## config.mk

```make
export PLATFORM = sky130hd
export DESIGN_NAME = rv_hazard_ctrl
export DESIGN_NICKNAME = d
export VERILOG_FILES = /design/src/rtl/rv_hazard_ctrl.sv
export SDC_FILE = /design/constraint.sdc
export NUM_CORES = 1
export LEC_CHECK = 0
export ABC_AREA = 1
export BUFFER_PORTS_ARGS = -buffer_cell sky130_fd_sc_hd__buf_2
export CAP_MARGIN = 20
export CORE_AREA = 2 2 99 101
export CTS_CLUSTER_SIZE = 16
export DETAILED_ROUTE_END_ITERATION = 7
export DIE_AREA = 0 0 101 103
export HOLD_SLACK_MARGIN = 0.02
export PLACE_DENSITY = 0.79
export SLEW_MARGIN = 20
export SYNTH_ARGS = -nofsm -noshare
export SYNTH_HDL_FRONTEND = slang
export SYNTH_SLANG_ARGS = --single-unit
```

## constraint.sdc

```tcl
create_clock -name clk -period 1.7 [get_ports clk]
set_input_delay 0.34 -clock clk [delete_from_list [all_inputs] [get_ports clk]]
set_output_delay 0.34 -clock clk [all_outputs]
set_load 0.01 [all_outputs]
```

## src/rtl/rv_hazard_ctrl.sv

```systemverilog
// Hazard / flow-control unit for the 5-stage RV32 pipeline: shadow rd tracking, stalls, redirects, forwarding.
// Optional feature macro: RV_FWD_EN (EX forwarding, ID write-back bypass, single-cycle load-use stall).
module rv_hazard_ctrl #(
  parameter int REG_AW = 5,
  parameter int CNT_W  = 32
) (
  input  logic              clk,
  input  logic              rst_n,
  input  logic [REG_AW-1:0] rs1_s2,
  input  logic [REG_AW-1:0] rs2_s2,
  input  logic              rs1_used_s2,
  input  logic              rs2_used_s2,
  input  logic [REG_AW-1:0] rd_s2,
  input  logic              reg_write_s2,
  input  logic              mem_to_reg_s2,
  input  logic              redirect_s4,
  output logic              pc_en,
  output logic              en_s1_s2,
  output logic              clr_s1_s2,
  output logic              clr_s2_s3,
  output logic              clr_s3_s4,
  output logic [1:0]        fwd_a_s3,
  output logic [1:0]        fwd_b_s3,
  output logic              byp_rd1_s2,
  output logic              byp_rd2_s2,
  output logic [CNT_W-1:0]  stall_cnt,
  output logic [CNT_W-1:0]  flush_cnt
);

  // Shadow entries for EX(3), MEM(4), WB(5); valid already folds in wr && rd != 0.
  logic              v3, v4, v5;
  logic [REG_AW-1:0] rd3, rd4, rd5;
  logic              m1_3, m1_4, m1_5, m2_3, m2_4, m2_5;
  logic              hz, stall, wr_s2;

  assign m1_3  = rs1_used_s2 & v3 & (rs1_s2 == rd3);
  assign m1_4  = rs1_used_s2 & v4 & (rs1_s2 == rd4);
  assign m1_5  = rs1_used_s2 & v5 & (rs1_s2 == rd5);
  assign m2_3  = rs2_used_s2 & v3 & (rs2_s2 == rd3);
  assign m2_4  = rs2_used_s2 & v4 & (rs2_s2 == rd4);
  assign m2_5  = rs2_used_s2 & v5 & (rs2_s2 == rd5);
  assign wr_s2 = reg_write_s2 & (rd_s2 != '0);

`ifdef RV_FWD_EN
  logic       ld3;
  logic [1:0] fa_nx, fb_nx;

  assign hz    = (m1_3 | m2_3) & ld3;
  assign fa_nx = m1_3 ? 2'b01 : (m1_4 ? 2'b10 : 2'b00);
  assign fb_nx = m2_3 ? 2'b01 : (m2_4 ? 2'b10 : 2'b00);
  assign byp_rd1_s2 = m1_5;
  assign byp_rd2_s2 = m2_5;

  // Selects travel with the instruction into EX; a bubble or flush carries none.
  always_ff @(posedge clk or negedge rst_n) begin
    if (!rst_n) begin
      fwd_a_s3 <= 2'b00;
      fwd_b_s3 <= 2'b00;
      ld3      <= 1'b0;
    end else if (stall | redirect_s4) begin
      fwd_a_s3 <= 2'b00;
      fwd_b_s3 <= 2'b00;
      ld3      <= 1'b0;
    end else begin
      fwd_a_s3 <= fa_nx;
      fwd_b_s3 <= fb_nx;
      ld3      <= mem_to_reg_s2;
    end
  end
`else
  logic unused_ld;

  // Without forwarding every pending producer blocks the consumer in ID.
  assign hz         = m1_3 | m1_4 | m1_5 | m2_3 | m2_4 | m2_5;
  assign fwd_a_s3   = 2'b00;
  assign fwd_b_s3   = 2'b00;
  assign byp_rd1_s2 = 1'b0;
  assign byp_rd2_s2 = 1'b0;
  assign unused_ld  = mem_to_reg_s2;
`endif

  // Redirect overrides any stall raised in the same cycle.
  assign stall     = hz & ~redirect_s4;
  assign pc_en     = ~stall;
  assign en_s1_s2  = ~stall;
  assign clr_s1_s2 = redirect_s4;
  assign clr_s2_s3 = redirect_s4 | stall;
  assign clr_s3_s4 = redirect_s4;

  always_ff @(posedge clk or negedge rst_n) begin
    if (!rst_n) begin
      v3 <= 1'b0; v4 <= 1'b0; v5 <= 1'b0;
      rd3 <= '0;  rd4 <= '0;  rd5 <= '0;
    end else begin
      v5  <= v4;
      rd5 <= rd4;
      if (redirect_s4) begin
        v4 <= 1'b0;
        v3 <= 1'b0;
      end else begin
        v4  <= v3;
        rd4 <= rd3;
        v3  <= stall ? 1'b0 : wr_s2;
        rd3 <= rd_s2;
      end
    end
  end

  always_ff @(posedge clk or negedge rst_n) begin
    if (!rst_n) begin
      stall_cnt <= '0;
      flush_cnt <= '0;
    end else begin
      if (!pc_en)      stall_cnt <= stall_cnt + 1'b1;
      if (redirect_s4) flush_cnt <= flush_cnt + 1'b1;
    end
  end

endmodule

```

=== Word-level counts from Yosys, hierarchy flattened ===
Cells that the tools add are included.
W data, S select, Z words.

* Eq/ne operators: 6
* Bitwise gates (word level): 22
* Reductions and logical operators: 1
* $add $sub $neg: 2
* Mux-type cells: 3

{| class="wikitable"
|+ Operators with widths
! kind !! count
|-
| $add A32 B1 Y32 const B || 2
|-
| $eq A5 B5 Y1 || 6
|-
| $and A1 B1 Y1 || 14
|-
| $or A1 B1 Y1 || 6
|-
| $reduce_bool A5 Y1 || 1
|-
| $mux W1 || 3
|-
| $not A1 Y1 || 2
|}

* Register bits after elaboration: 82
* Input port bits: 22

=== Longest topological paths before layout ===
Gate-level depths: netlist (run 1).

* Depth after elaboration: 10
* Mapped depth: 12
* Gate-level depth less buffers: 11

=== Worst setup path after synthesis (run 1) ===
No wires, ideal clock.

* Kind: flip-flop to flip-flop
* From: register stall_cnt[0]
* To: register stall_cnt[30]
* Data arrival time: 1.546 ns
* Required time: 1.583 ns
* Cell stages (with the launch flop): 11
* Path buffers: 0
* Library setup time: 0.117 ns
* Slack: 0.037 ns
* Cells stage by stage: dfrtp_1 > ha_1 > nand3_2 > nor2_4 > nand2_2 > nor2_1 > nand3b_1 > nor2_1 > nand2_1 > nand2_1 > nand2_1

* Longest elaborated chain between the ends: 1

{| class="wikitable"
|+ Ends and longest elaborated chain
! what !! RTL line !! source
|-
| start: declaration || 26 || <nowiki>output logic [CNT_W-1:0] stall_cnt,</nowiki>
|-
| start signal: assignment || 114 || <nowiki>if (!pc_en) stall_cnt <= stall_cnt + 1'b1;</nowiki>
|-
| $add A32 B1 Y32 || 114 ||
|}

No other way between the ends.
A chain may end at the register's enable or synchronous reset.

=== Worst setup path in the final report (run 1) ===
* From: register rd3[2]
* To: output port pc_en

* Longest elaborated chain between the ends: 9

{| class="wikitable"
|+ Ends and longest elaborated chain
! what !! RTL line !! source
|-
| start: declaration || 32 || <nowiki>logic [REG_AW-1:0] rd3, rd4, rd5;</nowiki>
|-
| start signal: assignment || 104 || <nowiki>rd3 <= rd_s2;</nowiki>
|-
| $eq A5 B5 Y1 || 36 || <nowiki>assign m1_3 = rs1_used_s2 & v3 & (rs1_s2 == rd3);</nowiki>
|-
| $and A1 B1 Y1 || 36 ||
|-
| $or A1 B1 Y1 (2 in series) || 74 || <nowiki>assign hz = m1_3 | m1_4 | m1_5 | m2_3 | m2_4 | m2_5;</nowiki>
|-
| $or A1 B1 Y1 * (3 in series) || 74 ||
|-
| $and A1 B1 Y1 * || 83 || <nowiki>assign stall = hz & ~redirect_s4;</nowiki>
|-
| $not A1 Y1 * || 84 || <nowiki>assign pc_en = ~stall;</nowiki>
|-
| end: declaration || 17 || <nowiki>output logic pc_en,</nowiki>
|}

Mark *: on every way between the ends. The rest lies on a longest branch, timed or not.

==> metrics.cfg, run 1 <==
[setup_path]
crit_chain=buf_4, nand2_1, nand2_1, nor2_1, nand3_1, nand2_2, nor2_4, nand2_4, nand2_4, buf_6
cpMaxStageDelayCell=dfrtp_1
cp-end-kind=primary output
crit_family=simple AND/OR/NAND/NOR gates
required_ns=1.36
start_kind=flip-flop
arrival_ns=1.65
worstSetupPathType=reg -> out
cpPeakStageDelay_ns=0.43
critPathMaxFanout=3
crit_buf_inv=2
critPathLaunch=rd3[2]
timing.rr.start=rd3[2]

[pwr]
p_comb_share_pct=21.3
intPower_mw=3.11
power.share.switching_pct=33.0
leakagePower_nw=3.52
power.density_nw_per_um2=732
p_seq_share_pct=49.1
switchingPower_mw=1.53
clock_power_share_pct=29.6
ir_worst_vdd_uv=378

[clock_tree]
cts_buffers=9
cts_max_path_buffers=2
clkLatencyLatePin_ns=0.37
htreeDepth=3
cts_num_sinks=82
clk_pin_slew_ns=0.09
cts_root_buffer=clkbuf_8
cts_tree=built

[timing]
final_max_slew_viol_count=0
rsz0062_at_grt=true
fin_crit_sh_pct=117
skew_ns=0.0201
setup_violations=6
fmax_mhz=501
period_minus_slack_ns=1.99
hold_viol_final=0
layout_setup_ws_ns=-0.294
totalNegativeSetupSlack_ns=-0.851

[synth]
synth.yosys.seq_area_share_pct=40.2
syn_area_um2=5110
synth.distinct_cells=32
synthCells=723
avgSynthCellArea_um2=7.07
ys_warn_count=0
ys_seq_elements=82

[final_layout]
fin_util_pct=67.1
layout_common_cells=nand2_1 (263), buf_2 (85), dfrtp_1 (76), inv_1 (69), nand3_1 (59)
final_nets=873
final_cell_area_um2=6350
drive_gt1_share_pct=26.5
finalNonFillerCells=968
seq_area_um2=2060
multi_input_area_um2=2750
fill_cells=785
final_common_cell=nand2_1
antenna_cells=0
syn2layout_area_growth_pct=24.3

[floorplanning]
io_pins=97
die_x_um=101
num_rows=36
dieArea_um2=10400
die_h_um=103
core_area_um2=9460
start_util_pct=54.0

[job]
cap_viol_max_count=0

[detailed_routing]
drc=0
num_vias=4973
ant_nets=0
finalWirelength_um=13500
wl_per_cell_um=13.9
viasPerCell=5.14
drt-pass1-iter-count=4
drtIter0Drc=266

[place]
place_ws_ns=-0.000168
place_area_um2=5730
placed_cells=927
port_buffers=89
place_hpwl_um=9620
place_congestion=0.973

[grt]
first_global_vias=4632
grt_max_degree=83
grt_pass1_wl_um=21400
grt_usage_pct=25.8
overflow=0
antenna_found_initial=0

[min_path]
hold_class=in -> reg
hold_path_startpoint=reg_write_s2

[outcome]
status=finished, violations left
violations=setup timing

[worst min-delay path, cell delays in order]
cell     delay, ns
buf_2         0.10
o31ai_1       0.05
nor2_1        0.04
[registers in the layout (all words and copies together), names as in the netlist]
signal / flops
flush_cnt: 32
stall_cnt: 32
rd3: 5
rd4: 5
rd5: 5
v3: 1
v4: 1
v5: 1
[cells by family after synthesis]
family | synth area share [%]
DFF | 40.2
xor gates and xnor gates | 7.20
AOI/OAI and AO/OA | 1.81
adders and majority gates | 0.490
other | 0.0734
buffers and inverters | 9.28
and+or+nand+nor | 41.0
[power groups by stage]
stage	Sequential, mW	Clock, mW	Combinational (mW)
floorplan	2.34	0	0.379
global placement	2.28	0	0.781
detailed placement	2.29	0	0.812
CTS	2.26	1.39	0.885
global route	2.30	1.46	1.09
finish	2.28	1.38	0.987
[what timing repair did]
action                                 in CTS  in global routing
buffers inserted                           13                 13
hold buffers                                1                  0
endpoints found under the hold margin      29                  0
setup endpoints to repair                   4                 47
pin swaps                                   7                 17
resized for setup                          21                 52
[worst paths after layout]
kind / endpoint / slack [ns] / cells after the start
min in group asynchronous: flush_cnt[29] / 0.54 / 3
worst max-delay path: pc_en / -0.29 / 10
worst min-delay path: v3 / 0.20 / 3
worst max register to register: stall_cnt[4] / -0.01 / 13
worst min register to register: v5 / 0.41 / 0
max in group asynchronous: rd4[3] / 0.76 / 3
[synthesized netlist by cell type]
library cell / n / area share (%)
a21oi_1: 2 / 0.20
buf_1: 1 / 0.073
buf_2: 4 / 0.39
buf_4: 13 / 1.9
clkbuf_1: 4 / 0.29
conb_1: 1 / 0.073
dfrtp_1: 82 / 40
ha_1: 2 / 0.49
inv_1: 79 / 5.8
inv_2: 11 / 0.81
nand2_1: 272 / 20
nand2_2: 7 / 0.86
nand2_4: 2 / 0.44
nand3_1: 61 / 6.0
nand3_2: 2 / 0.39
nand3b_1: 13 / 1.9
nand4_1: 6 / 0.73
nand4_2: 1 / 0.24
nand4_4: 1 / 0.42
nor2_1: 63 / 4.6
nor2_2: 6 / 0.73
nor2_4: 3 / 0.66
nor2_8: 1 / 0.39
nor3_1: 21 / 2.1
nor3_2: 4 / 0.78
nor3_4: 2 / 0.64
nor4_1: 1 / 0.12
o21ai_0: 13 / 1.3
o21ai_1: 2 / 0.20
o31ai_1: 1 / 0.15
xnor2_1: 11 / 1.9
xor2_1: 31 / 5.3
[final cells by class]
| class | count | area share, % |
|---|---|---|
| clock buffers | 10 | 2.17 |
| clock inverters | 6 | 0.788 |
| well taps | 114 | 2.25 |
| multi-input cells | 534 | 43.4 |
| flip-flops and latches | 82 | 32.4 |
| inverters | 90 | 5.36 |
| repair buffers | 132 | 13.6 |
[metal layers]
layer / global-route usage, % / vias to the layer above / wire length (um)
li1: - / 2469 / -
met3: 3.86 / 18 / 788
met2: 43.1 / 155 / 6660
met4: 9.67 / 0 / 184
met1: 34.3 / 2331 / 5860
met5: 0 / - / 0
[per-stage QoR]
stage | hold WS, ns | power, mW
after floorplan | 0.0444 | 2.72
after global placement | 0.398 | 3.06
after detailed placement | 0.400 | 3.11
after CTS | 0.190 | 4.54
after global routing | 0.194 | 4.85
final | 0.203 | 4.65
Note: power is estimated with default switching activity, not from simulation.
==> run 2: changes to the inputs <==
CELL_PAD_IN_SITES_DETAIL_PLACEMENT = 2   (was default)
CELL_PAD_IN_SITES_GLOBAL_PLACEMENT = 2   (was default)
CORE_AREA = 2 2 132 134   (was 2 2 99 101)
DIE_AREA = 0 0 134 136   (was 0 0 101 103)
PLACE_DENSITY = default   (was 0.79)
PLACE_DENSITY_LB_ADDON = 0.1   (was default)
==> run 2 against run 1 <==
Net effect: the run still ends with setup timing left; flip-flop and latch count stayed put; count of clock-buffer cells in the layout did not move; via count increased by 5.8%; utilization decreased by 27 points; first-iteration DRC count is 34% lower; hold slack improved by 0.0095 ns.
==> metrics.cfg, run 2 (same netlist as run 1, synthesis figures left out) <==
[timing]
fmax_mhz=491  ; was 501 MHz
hold_viol_final=0  ; unchanged
final_max_slew_viol_count=0  ; unchanged
fin_crit_sh_pct=120  ; was 117%
skew_ns=0.00684  ; was 0.0201 ns
period_minus_slack_ns=2.04  ; was 1.99 ns
layout_setup_ws_ns=-0.338  ; was -0.294 ns
rsz0062_at_grt=true  ; unchanged
setup_violations=31  ; was 6

[final_layout]
drive_gt1_share_pct=29.9  ; was 26.5%
top_regs=flush_cnt: 32 flops, stall_cnt: 32 flops  ; unchanged
seq_area_um2=2060  ; about the same
multi_input_area_um2=2850  ; was 2750 um2
final_cell_area_um2=6840  ; was 6350 um2
final_nets=886  ; was 873
antenna_cells=0  ; unchanged
final_common_cell=nand2_1  ; unchanged
syn2layout_area_growth_pct=34.0  ; was 24.3%
layout_common_cells=nand2_1 (259), buf_2 (85), dfrtp_1 (75), inv_1 (68), nor2_1 (57)  ; was nand2_1 (263), buf_2 (85), dfrtp_1 (76), inv_1 (69), nand3_1 (59)
fill_cells=2036  ; was 785

[setup_path]
cpPeakStageDelay_ns=0.42  ; was 0.43 ns
cpMaxStageDelayCell=dfrtp_1  ; unchanged
worstSetupPathType=reg -> out  ; unchanged
crit_chain=inv_2, nand2_1, nand2_1, nor2_2, nand4_1, nand2_1, inv_2, buf_4, nand3_2, buf_6  ; was buf_4, nand2_1, nand2_1, nor2_1, nand3_1, nand2_2, nor2_4, nand2_4, nand2_4, buf_6
start_kind=flip-flop  ; unchanged
crit_buf_inv=4  ; was 2
crit_top_cell=nand2_1
crit_family=simple AND/OR/NAND/NOR gates  ; unchanged
arrival_ns=1.70  ; was 1.65 ns
critPathMaxFanout=5  ; was 3
required_ns=1.36  ; about the same
cp-end-kind=primary output  ; unchanged

[pwr]
switchingPower_mw=1.72  ; was 1.53 mW
power.density_nw_per_um2=793  ; was 732 nW/um2
p_comb_share_pct=18.9  ; was 21.3%
ir_worst_vdd_uv=461  ; was 378 uV
leakagePower_nw=3.65  ; was 3.52 nW
intPower_mw=3.70  ; was 3.11 mW
p_seq_share_pct=42.5  ; was 49.1%
total_power_mw=5.43  ; was 4.65 mW
clock_power_share_pct=38.7  ; was 29.6%
power.share.switching_pct=31.8  ; was 33.0%

[floorplanning]
dieArea_um2=18200  ; was 10,400 um2
num_rows=48  ; was 36
io_pins=97  ; unchanged
die_h_um=136  ; was 103 um
core_area_um2=16900  ; was 9460 um2
die_x_um=134  ; was 101 um
start_util_pct=30.3  ; was 54.0%

[grt]
grt_usage_pct=20.4  ; was 25.8%
overflow=0  ; unchanged
use_met3_pct=3.28  ; was 3.86%
grt_pass1_wl_um=29500  ; was 21,400 um
antenna_found_initial=0  ; unchanged
grtUsageMet2_pct=38.6  ; was 43.1%
grt_max_degree=38  ; was 83
first_global_vias=5768  ; was 4,632
gr-max-usage-layer=met2  ; unchanged
met1_usage_pct=23.7  ; was 34.3%

[detailed_routing]
ant_nets=0  ; unchanged
finalWirelength_um=18800  ; was 13,500 um
drc=0  ; unchanged
drt-pass1-iter-count=6  ; was 4
drtIter0Drc=175  ; was 266
viasPerCell=4.82  ; was 5.14
wl_per_cell_um=17.2  ; was 13.9 um
num_vias=5260  ; was 4,973

[clock_tree]
clk_pin_slew_ns=0.07  ; was 0.09 ns
cts_num_sinks=82  ; unchanged
cts_buffers=9  ; unchanged
cts_tree=built  ; unchanged
cts_root_buffer=clkbuf_16  ; was clkbuf_8
htreeDepth=3  ; unchanged
cts_max_path_buffers=2  ; unchanged
clkLatencyLatePin_ns=0.35  ; was 0.37 ns

[job]
cap_viol_max_count=0  ; unchanged

[outcome]
violations=setup timing  ; unchanged
status=finished, violations left  ; unchanged

[place]
port_buffers=89  ; unchanged
place_congestion=0.869  ; was 0.973
place_area_um2=6000  ; was 5730 um2
place_hpwl_um=13900  ; was 9620 um
place_ws_ns=-0.0946  ; was -0.000168 ns

[min_path]
hold_class=in -> reg  ; unchanged

run 2: cell types whose count changed in the layout (fill, tap and decap cells not counted), sizes merged:
| cell | before | now |
|---|---|---|
| buf | 131 | 141 |
| clkbuf | 10 | 13 |
| clkinv | 4 | 1 |
| inv | 91 | 94 |
| bufinv | 0 | 1 |
| clkinvlp | 1 | 0 |
run 2: stage by stage:
| step | hold slack, ns | util, % | setup TNS, ns | std cells |
|---|---|---|---|---|
| after floorplan | 0.0444 | - | 0 | 728 |
| after detailed placement | 0.298 | 35.6 | -2.36 | 1056 |
| final | 0.213 | 40.6 | -1.89 | 1092 |
| after global routing | 0.204 | 40.6 | -6.25 | 1092 |
| after CTS | 0.200 | 38.2 | -1.05 | 1082 |
| after global placement | 0.295 | 35.6 | -0.0800 | 1056 |
run 2: tightest hold or removal path: stages:
cell	delay (ns)
buf_2	0.09
nand2_1	0.04
o21ai_0	0.06
run 2: worst paths after layout:
check | from | end | slack [ns] | cells past startpoint
max | rd4[2] | clr_s2_s3 | -0.34 | 10
min in group asynchronous | rst_n | rd4[4] | 0.46 | 2
max in group asynchronous | rst_n | stall_cnt[16] | 0.67 | 3
max reg2reg | v4 | stall_cnt[5] | -0.07 | 13
min reg2reg | rd4[3] | rd5[3] | 0.45 | 0
min | rd_s2[1] | rd3[1] | 0.21 | 3
run 2: layout make-up:
type                    instances  area share (%)
multi-input cells             534            41.6
flip-flops and latches         82            30.1
repair buffers                145            14.8
inverters                      90            4.94
well taps                     225            4.11
clock buffers                  10            3.35
clock inverters                 6            1.06
run 2: timing repair:
action	CTS	global route
pin swaps	7	31
hold buffers	1	0
cloned	0	4
endpoints found under the setup margin	35	47
gates resized for setup	17	74
setup buffers	9	6
hold endpoints to repair	23	0
run 2: power by group through the flow:
stage	logic (mW)	registers, mW	clock network [mW]
finish	1.02	2.30	2.10
global route	1.14	2.32	2.23
CTS	0.954	2.28	2.16
detailed placement	0.857	2.32	0
global placement	0.812	2.31	0
floorplan	0.379	2.34	0
run 2: layer usage:
| layer | part of all wire [%] | wire length, um |
|---|---|---|
| met1 | 42 | 7880 |
| met2 | 54 | 10200 |
| met3 | 2.5 | 477 |
| met4 | 1.4 | 270 |
| met5 | 0 | 0 |
